`config.mk`:
```
export PLATFORM = sky130hd
export DESIGN_NAME = pwm_capture
export DESIGN_NICKNAME = d
export VERILOG_FILES = /design/src/rtl/pwm_capture.sv
export SDC_FILE = /design/constraint.sdc
export NUM_CORES = 1
export LEC_CHECK = 0
export BUFFER_PORTS_ARGS = -buffer_cell sky130_fd_sc_hd__buf_2
export CAP_MARGIN = 10
export CORE_ASPECT_RATIO = 1.5
export CORE_MARGIN = 1.5
export CORE_UTILIZATION = 39
export CTS_CLUSTER_DIAMETER = 30
export DETAILED_ROUTE_END_ITERATION = 8
export PLACE_DENSITY = 0.63
export RECOVER_POWER = 25
export SYNTH_ARGS = -nofsm -noshare
export SYNTH_HDL_FRONTEND = slang
export SYNTH_SLANG_ARGS = --single-unit
```
`constraint.sdc`:
```
create_clock -name clk -period 4.2 [get_ports clk]
set_clock_uncertainty 0.1 [all_clocks]
set_input_delay 0.63 -clock clk [delete_from_list [all_inputs] [get_ports clk]]
set_output_delay 0.63 -clock clk [all_outputs]
set_load 0.01 [all_outputs]
```
`src/rtl/pwm_capture.sv`:
```
// pwm_capture: measures high time and period of an asynchronous PWM line.
// Reports the last complete period with a one-cycle `valid` strobe, flags a
// line that stops toggling (`stuck`), and optionally classifies the high
// time into a 2-bit band code when CODE_CLASSIFY_EN is defined.
module pwm_capture #(
  parameter int WIDTH       = 26,
  parameter int TIMEOUT     = 2000000,
  parameter int SYNC_STAGES = 2
) (
  input  logic             clk,
  input  logic             rst,
  input  logic             pwm_in,
  output logic [WIDTH-1:0] high_width,
  output logic [WIDTH-1:0] period,
  output logic             valid,
  output logic             stuck,
  output logic             stuck_level,
  output logic [1:0]       band
);

  localparam logic [1:0] S_IDLE = 2'd0;
  localparam logic [1:0] S_HIGH = 2'd1;
  localparam logic [1:0] S_LOW  = 2'd2;

  localparam int              TW      = $clog2(TIMEOUT + 1);
  localparam logic [TW-1:0]   TO_VAL  = TW'(TIMEOUT);
  localparam logic [TW-1:0]   TO_LAST = TW'(TIMEOUT - 1);
  localparam logic [WIDTH-1:0] CNT_MAX = '1;

  logic [SYNC_STAGES-1:0] sync_ff;
  logic                   level;
  logic                   level_prev;
  logic                   rise_q;
  logic                   fall_q;
  logic [1:0]             state;
  logic [WIDTH-1:0]       hcnt;
  logic [WIDTH-1:0]       pcnt;
  logic [TW-1:0]          idle_cnt;
  logic                   edge_seen;
  logic                   timeout_hit;
  logic                   capture;

  // Counters stop at all-ones so a very long pulse reads as "at least max".
  function automatic logic [WIDTH-1:0] sat_inc(input logic [WIDTH-1:0] v);
    return (v == CNT_MAX) ? v : v + 1'b1;
  endfunction

  // Synchronizer, registered level copy and registered edge pulses.
  // NOTE: sequential state uses non-blocking assignments so every flop samples
  // the pre-edge value of its neighbours; blocking here would collapse the chain.
  always_ff @(posedge clk or posedge rst) begin
    if (rst) begin
      sync_ff    <= '0;
      level      <= 1'b0;
      level_prev <= 1'b0;
      rise_q     <= 1'b0;
      fall_q     <= 1'b0;
    end else begin
      sync_ff    <= {sync_ff[SYNC_STAGES-2:0], pwm_in};
      level      <= sync_ff[SYNC_STAGES-1];
      level_prev <= level;
      rise_q     <= level & ~level_prev;
      fall_q     <= ~level & level_prev;
    end
  end

  assign edge_seen   = rise_q | fall_q;
  // An edge in the same cycle always wins over the timeout.
  assign timeout_hit = !edge_seen && (idle_cnt == TO_LAST);
  assign capture     = (state == S_LOW) && rise_q;

  // Cycles since the last edge; parks at TIMEOUT so the timeout fires once.
  always_ff @(posedge clk or posedge rst) begin
    if (rst) begin
      idle_cnt <= '0;
    end else if (edge_seen) begin
      idle_cnt <= '0;
    end else if (idle_cnt != TO_VAL) begin
      idle_cnt <= idle_cnt + 1'b1;
    end
  end

  // Measurement FSM: IDLE arms on a rise, HIGH/LOW count, LOW->rise publishes.
  always_ff @(posedge clk or posedge rst) begin
    if (rst) begin
      state       <= S_IDLE;
      hcnt        <= '0;
      pcnt        <= '0;
      high_width  <= '0;
      period      <= '0;
      valid       <= 1'b0;
      stuck       <= 1'b0;
      stuck_level <= 1'b0;
    end else begin
      // NOTE: default-assigning the strobe here makes it a single-cycle pulse
      // without listing it in every branch below.
      valid <= 1'b0;
      case (state)
        S_IDLE: begin
          if (rise_q) begin
            state <= S_HIGH;
            hcnt  <= WIDTH'(1);
            pcnt  <= WIDTH'(1);
            stuck <= 1'b0;
          end else if (timeout_hit) begin
            stuck       <= 1'b1;
            stuck_level <= level;
          end
        end
        S_HIGH: begin
          if (timeout_hit) begin
            stuck       <= 1'b1;
            stuck_level <= level;
            state       <= S_IDLE;
          end else begin
            pcnt <= sat_inc(pcnt);
            if (fall_q) state <= S_LOW;
            else        hcnt  <= sat_inc(hcnt);
          end
        end
        S_LOW: begin
          if (rise_q) begin
            high_width <= hcnt;
            period     <= pcnt;
            valid      <= 1'b1;
            hcnt       <= WIDTH'(1);
            pcnt       <= WIDTH'(1);
            state      <= S_HIGH;
          end else if (timeout_hit) begin
            stuck       <= 1'b1;
            stuck_level <= level;
            state       <= S_IDLE;
          end else begin
            pcnt <= sat_inc(pcnt);
          end
        end
        default: state <= S_IDLE;
      endcase
    end
  end

`ifdef CODE_CLASSIFY_EN
  // Band code registered alongside valid from the high time being published.
  always_ff @(posedge clk or posedge rst) begin
    if (rst) begin
      band <= 2'b00;
    end else if (capture) begin
      if (32'(hcnt) < 32'd62500)       band <= 2'b00;
      else if (32'(hcnt) < 32'd86250)  band <= 2'b01;
      else if (32'(hcnt) < 32'd122500) band <= 2'b10;
      else                             band <= 2'b11;
    end
  end
`else
  assign band = 2'b00;
`endif

endmodule

```
-- After elaboration in Yosys (flattened, before gate mapping)
Index checks and enable logic that the tools add are counted.
- output and inout port bits: 57
- bits in registers: 136
- input bits: 3
- reduce and logical (&&, ||, !) cells: 13
- muxes and demuxes: 26
- bitwise operators: 5
- add/sub/neg operators: 3
- eq/ne operators: 15
- operators with widths (kind ; number):
    $mux W26 ; 7
    $pmux W26 S3 ; 1
    $add A26 B1 Y26 const B ; 2
    $eq A26 B26 Y1 const B ; 2
    $pmux W26 S2 ; 1
    $mux W21 ; 2
    $add A21 B1 Y21 const B ; 1
    $eq A21 B21 Y1 const B ; 1
    $ne A21 B21 Y1 const B ; 1
    $ne A2 B2 Y1 const B ; 6
    $mux W2 ; 5
    $reduce_and A2 Y1 ; 4
    $mux W1 ; 7
    $ne A3 B3 Y1 const B ; 2
    $pmux W2 S3 ; 1
    $reduce_and A5 Y1 ; 1
    $reduce_bool A2 Y1 ; 2
    $pmux W1 S3 ; 1
    $reduce_and A3 Y1 ; 1
    $reduce_bool A3 Y1 ; 1
    $and A1 B1 Y1 ; 2
    $eq A2 B1 Y1 const B ; 1
    $eq A2 B2 Y1 const B ; 1
    $logic_not A2 Y1 ; 1
    other kinds (7) ; 8

-- Longest topological paths before layout
- word-level depth: 6
- mapped depth: 10

-- Least setup slack after synthesis
No wires, ideal clock.
- path type: reg2reg
- start point: register idle_cnt[0]
- end point: register state[1]
- path slack: 2.033 ns
- data arrival time: 1.942 ns
- required time: 3.975 ns
- buffers on the path: 1
- cell stages (with the launch flop): 9
- cells stage by stage: dfrtp_1 ha_1 nand3_2 or3_4 or2_1 buf_6 o21ai_2 o21ai_2 mux2_4
- word-level cells in the longest chain between the ends: 4
- elaborated cells on any way between the ends: 7
- those cells by class: eq/ne (3); mux (2); reduce/logical (2)
- RTL lines (what ; RTL line ; text):
    start: declaration ; 38 ; logic [TW-1:0] idle_cnt;
    start signal: assignment ; 79 ; idle_cnt <= idle_cnt + 1'b1;
    $eq A21 B21 Y1 * ; 69 ; assign timeout_hit = !edge_seen && (idle_cnt == TO_LAST);
    $logic_and A1 B1 Y1 * ; 69 ;
    $ne A3 B3 Y1 (no line) or $mux W2 (tied branches) ; -- ;
    $reduce_and A3 Y1 (no line) or $pmux W2 S3 (tied branches) ; -- ;
    end signal: assignment ; 86 ; state <= S_IDLE;
    end signal: assignment ; 101 ; state <= S_HIGH;
    end signal: assignment ; 114 ; state <= S_IDLE;
    end: declaration ; 35 ; logic [1:0] state;
Mark *: on every way between the ends. The rest lies on a longest branch, timed or not.
A chain may end at the register's enable or synchronous reset.

-- Worst setup path in the final report
- start point: register state[0]
- end point: register hcnt[3]
- word-level cells in the longest chain between the ends: 4
- elaborated cells on any way between the ends: 11
- those cells by class: eq/ne (6); mux (1); reduce/logical (4)
- RTL lines (what ; RTL line ; text):
    $eq A2 B2 Y1 or $logic_not A2 Y1 (tied branches) ; 98 ; case (state)
    $reduce_or A2 Y1 (no line) ; -- ;
    $ne A2 B1 Y1 (no line) or $reduce_bool A2 Y1 (tied branches) ; -- ;
    $reduce_and A5 Y1 (no line) ; -- ;
    end signal: assignment ; 118 ; else hcnt <= sat_inc(hcnt);
    end: declaration ; 36 ; logic [WIDTH-1:0] hcnt;
Parallel ways exist; a longest one is shown, timed or not.

==> reports/metrics.cfg <==
[clocking]
cts.reportedPaths.clkPinSlew_ps = 60
clock-sinks = 136
cts-root-buf = clkbuf_16
cts_tree = done
ctsResizeCount = 0
cts_made_buffers = 17
cts_max_path_buffers = 2
clk-insertion-delay-late_ps = 420
postCtsSetupBuffers = 0
cts-hold-fix-buffers = 0
htreeDepth = 4

[placed_design]
port_buffers = 57
dpl_worst_slack_ps = 1450
hpwl_mm = 10.0
gp_congestion = 0.845
place_inst = 879

[global_routing]
grt_usage_pct = 18.0
grt_max_degree = 137
grt_pass1_vias = 5024
gr-total-overflow = 0
antenna_found_initial = 0
grt_pass1_wl_mm = 25.2

[setup_path]
cp_max_fo = 29
crit_required_ps = 4390
critPathLaunchType = flop
crit_path_end_kind = flop
crit_arrival_ps = 2980
path_class = flop to flop

[timing]
fmax_mhz = 359
worstMarginPinSlew_ps = 792
fin_setup_tns_ps = 0
post-route-period-util_pct = 66.4
slew_headroom_pct = 46.8
setup_violations = 0
finalCriticalPeriod_ps = 2790
slew_violations = 0
hold_viol_final = 0
rsz0062_at_grt = no
setup_ws_ps = 1410

[synth]
yosysUniqueCellTypes = 65
yosys_most_used_dff = dfrtp_1
ys_async_sr_fraction_pct = 100
ys_seq_area_share_pct = 51.1
ys_seq_elements = 136
synth_edf_count = 0
netlist_instances = 637
netlist_area_mm2 = 0.00666
yosysWarnings = 0
syn_area_per_cell_um2 = 10.5

[route]
drt_first_iter_violations = 247
vias = 5211
first_pass_iters = 4
drc = 0
via_per_inst = 5.73
drt-total-wl_mm = 15.0
post_drt_wl_per_cell_um = 16.5
ant_nets = 0

[floorplanning]
rows = 58
die_width_um = 110
ios = 60
start_util_pct = 39.7
core-area_mm2 = 0.0168
die_h_um = 163
die_area_mm2 = 0.0179

[min_path]
hp-class = input port to flop

[final_layout]
utilization_pct = 45.8
antenna_cells = 0
syn2layout_area_growth_pct = 15.2
fillCellCount = 1564
fin_cells = 910
fin_nets = 699
drive_gt1_share_pct = 22.4

[job]
cap_violations = 0

[run_status]
status = completed

[pwr]
ir_drop_mv = 0.271
power.density_mw_per_mm2 = 489
leakage_nw = 3.54

==> logic make-up after synthesis <==
family,share of synthesized area (%)
adders and majority gates,1.50
xor gates and xnor gates,1.84
AOI/OAI and AO/OA,13.7
other,0.0563
muxes,8.64
DFF,51.1
and+or+nand+nor,19.7
buffers and inverters,3.40
==> power by group <==
part           total, mW  internal, mW  switching [mW]
Sequential          1.47          1.38          0.0852
Clock               1.45         0.886           0.564
Combinational      0.837         0.271           0.566
Total               3.75          2.54            1.22
==> Yosys cell counts, types with 14 or more instances <==
| cell type | number | area (um^2) |
|---|---|---|
| a21oi_1 | 17 | 85.1 |
| o21ai_0 | 40 | 200 |
| nand2_1 | 47 | 176 |
| nand4_1 | 21 | 131 |
| inv_1 | 19 | 71.3 |
| nor3_1 | 15 | 75.1 |
| clkbuf_1 | 15 | 56.3 |
| nand3_1 | 38 | 190 |
| mux2_2 | 48 | 541 |
| dfrtp_1 | 136 | 3400 |
| a31oi_1 | 14 | 87.6 |
| o31ai_1 | 16 | 120 |
| nor2_1 | 49 | 184 |
==> cell usage in the layout (no fill, tap or decap), types with 4 or more instances in the layout <==
cell type  instances
mux2_2            48
nand4_1           21
or4_1              9
and4_1             7
clkbuf_16         17
buf_2             57
nor4_1             6
o211ai_1           9
nand3_1           38
nor2b_1            4
dfrtp_1          136
o21ai_0           40
clkinv_4           5
xnor2_1            4
xor2_1            10
a31oi_1           14
o41ai_1            7
o21ai_1            4
a21oi_1           17
or3_1              5
nor2_1            49
inv_1             18
o31ai_1           16
ha_1               8
nor3_1            15
and2_1             5
and3_1            11
nand2_1           46
==> metrics by stage <==
step           hold slack (ps)  power (mW)  instance area [um^2]
6_report                   219        3.75                  7670
5_1_grt                    209        3.95                  7670
2_1_floorplan              231        2.14                  6670
3_5_place_dp               238        2.33                  7100
3_3_place_gp               239        2.30                  7100
4_1_cts                    205        3.79                  7670
==> per-layer routing <==
metal	routed length (um)	track usage [%]	vias up	share of wire, %
met5	0	0	-	0
met4	409	9.09	0	2.7
met3	565	3.35	28	3.8
met2	7800	30.4	128	52
met1	6200	21.7	2586	41
li1	-	-	2469	-
==> path summary, 6_finish.rpt <==
| path | start | end | slack, ps | depth (start not counted) |
|---|---|---|---|---|
| hold / removal | pwm_in | sync_ff[0]$_DFF_PP0_ | 220 | 1 |
| setup reg to reg | state[0]$_DFFE_PP0P_ | hcnt[3]$_DFFE_PP0P_ | 1410 | 6 |
| setup / recovery | state[0]$_DFFE_PP0P_ | hcnt[3]$_DFFE_PP0P_ | 1410 | 6 |
| max in group asynchronous | rst | high_width[6]$_DFFE_PP0P_ | 3090 | 3 |
| hold reg to reg | sync_ff[1]$_DFF_PP0_ | level$_DFF_PP0_ | 250 | 0 |
| min in group asynchronous | rst | idle_cnt[5]$_DFFE_PP0P_ | 320 | 3 |
==> flip-flops by register name, indices dropped and copies added (netlist names) <==
| signal | count |
|---|---|
| fall_q | 1 |
| period | 26 |
| idle_cnt | 21 |
| state | 2 |
| rise_q | 1 |
| pcnt | 26 |
| valid | 1 |
| stuck | 1 |
| hcnt | 26 |
| stuck_level | 1 |
| high_width | 26 |
| sync_ff | 2 |
| level | 1 |
| level_prev | 1 |
==> area by class of cell <==
cell class              instances  area [um^2]  share of cell area, %
multi-input cells             453         3040                   39.6
repair buffers                 60          320                   4.18
clock buffers                  20          447                   5.82
inverters                      20         76.3                  0.995
well taps                     210          263                   3.43
clock inverters                11          126                   1.65
flip-flops and latches        136         3400                   44.4
==> worst max-delay path: stages (launching register included) <==
cell	delay, ps
dfrtp_1	420
inv_1	120
ha_1	290
or2_2	520
a21oi_1	250
nand3_2	450
a221o_1	510
Power figures use the tool's default switching activity.
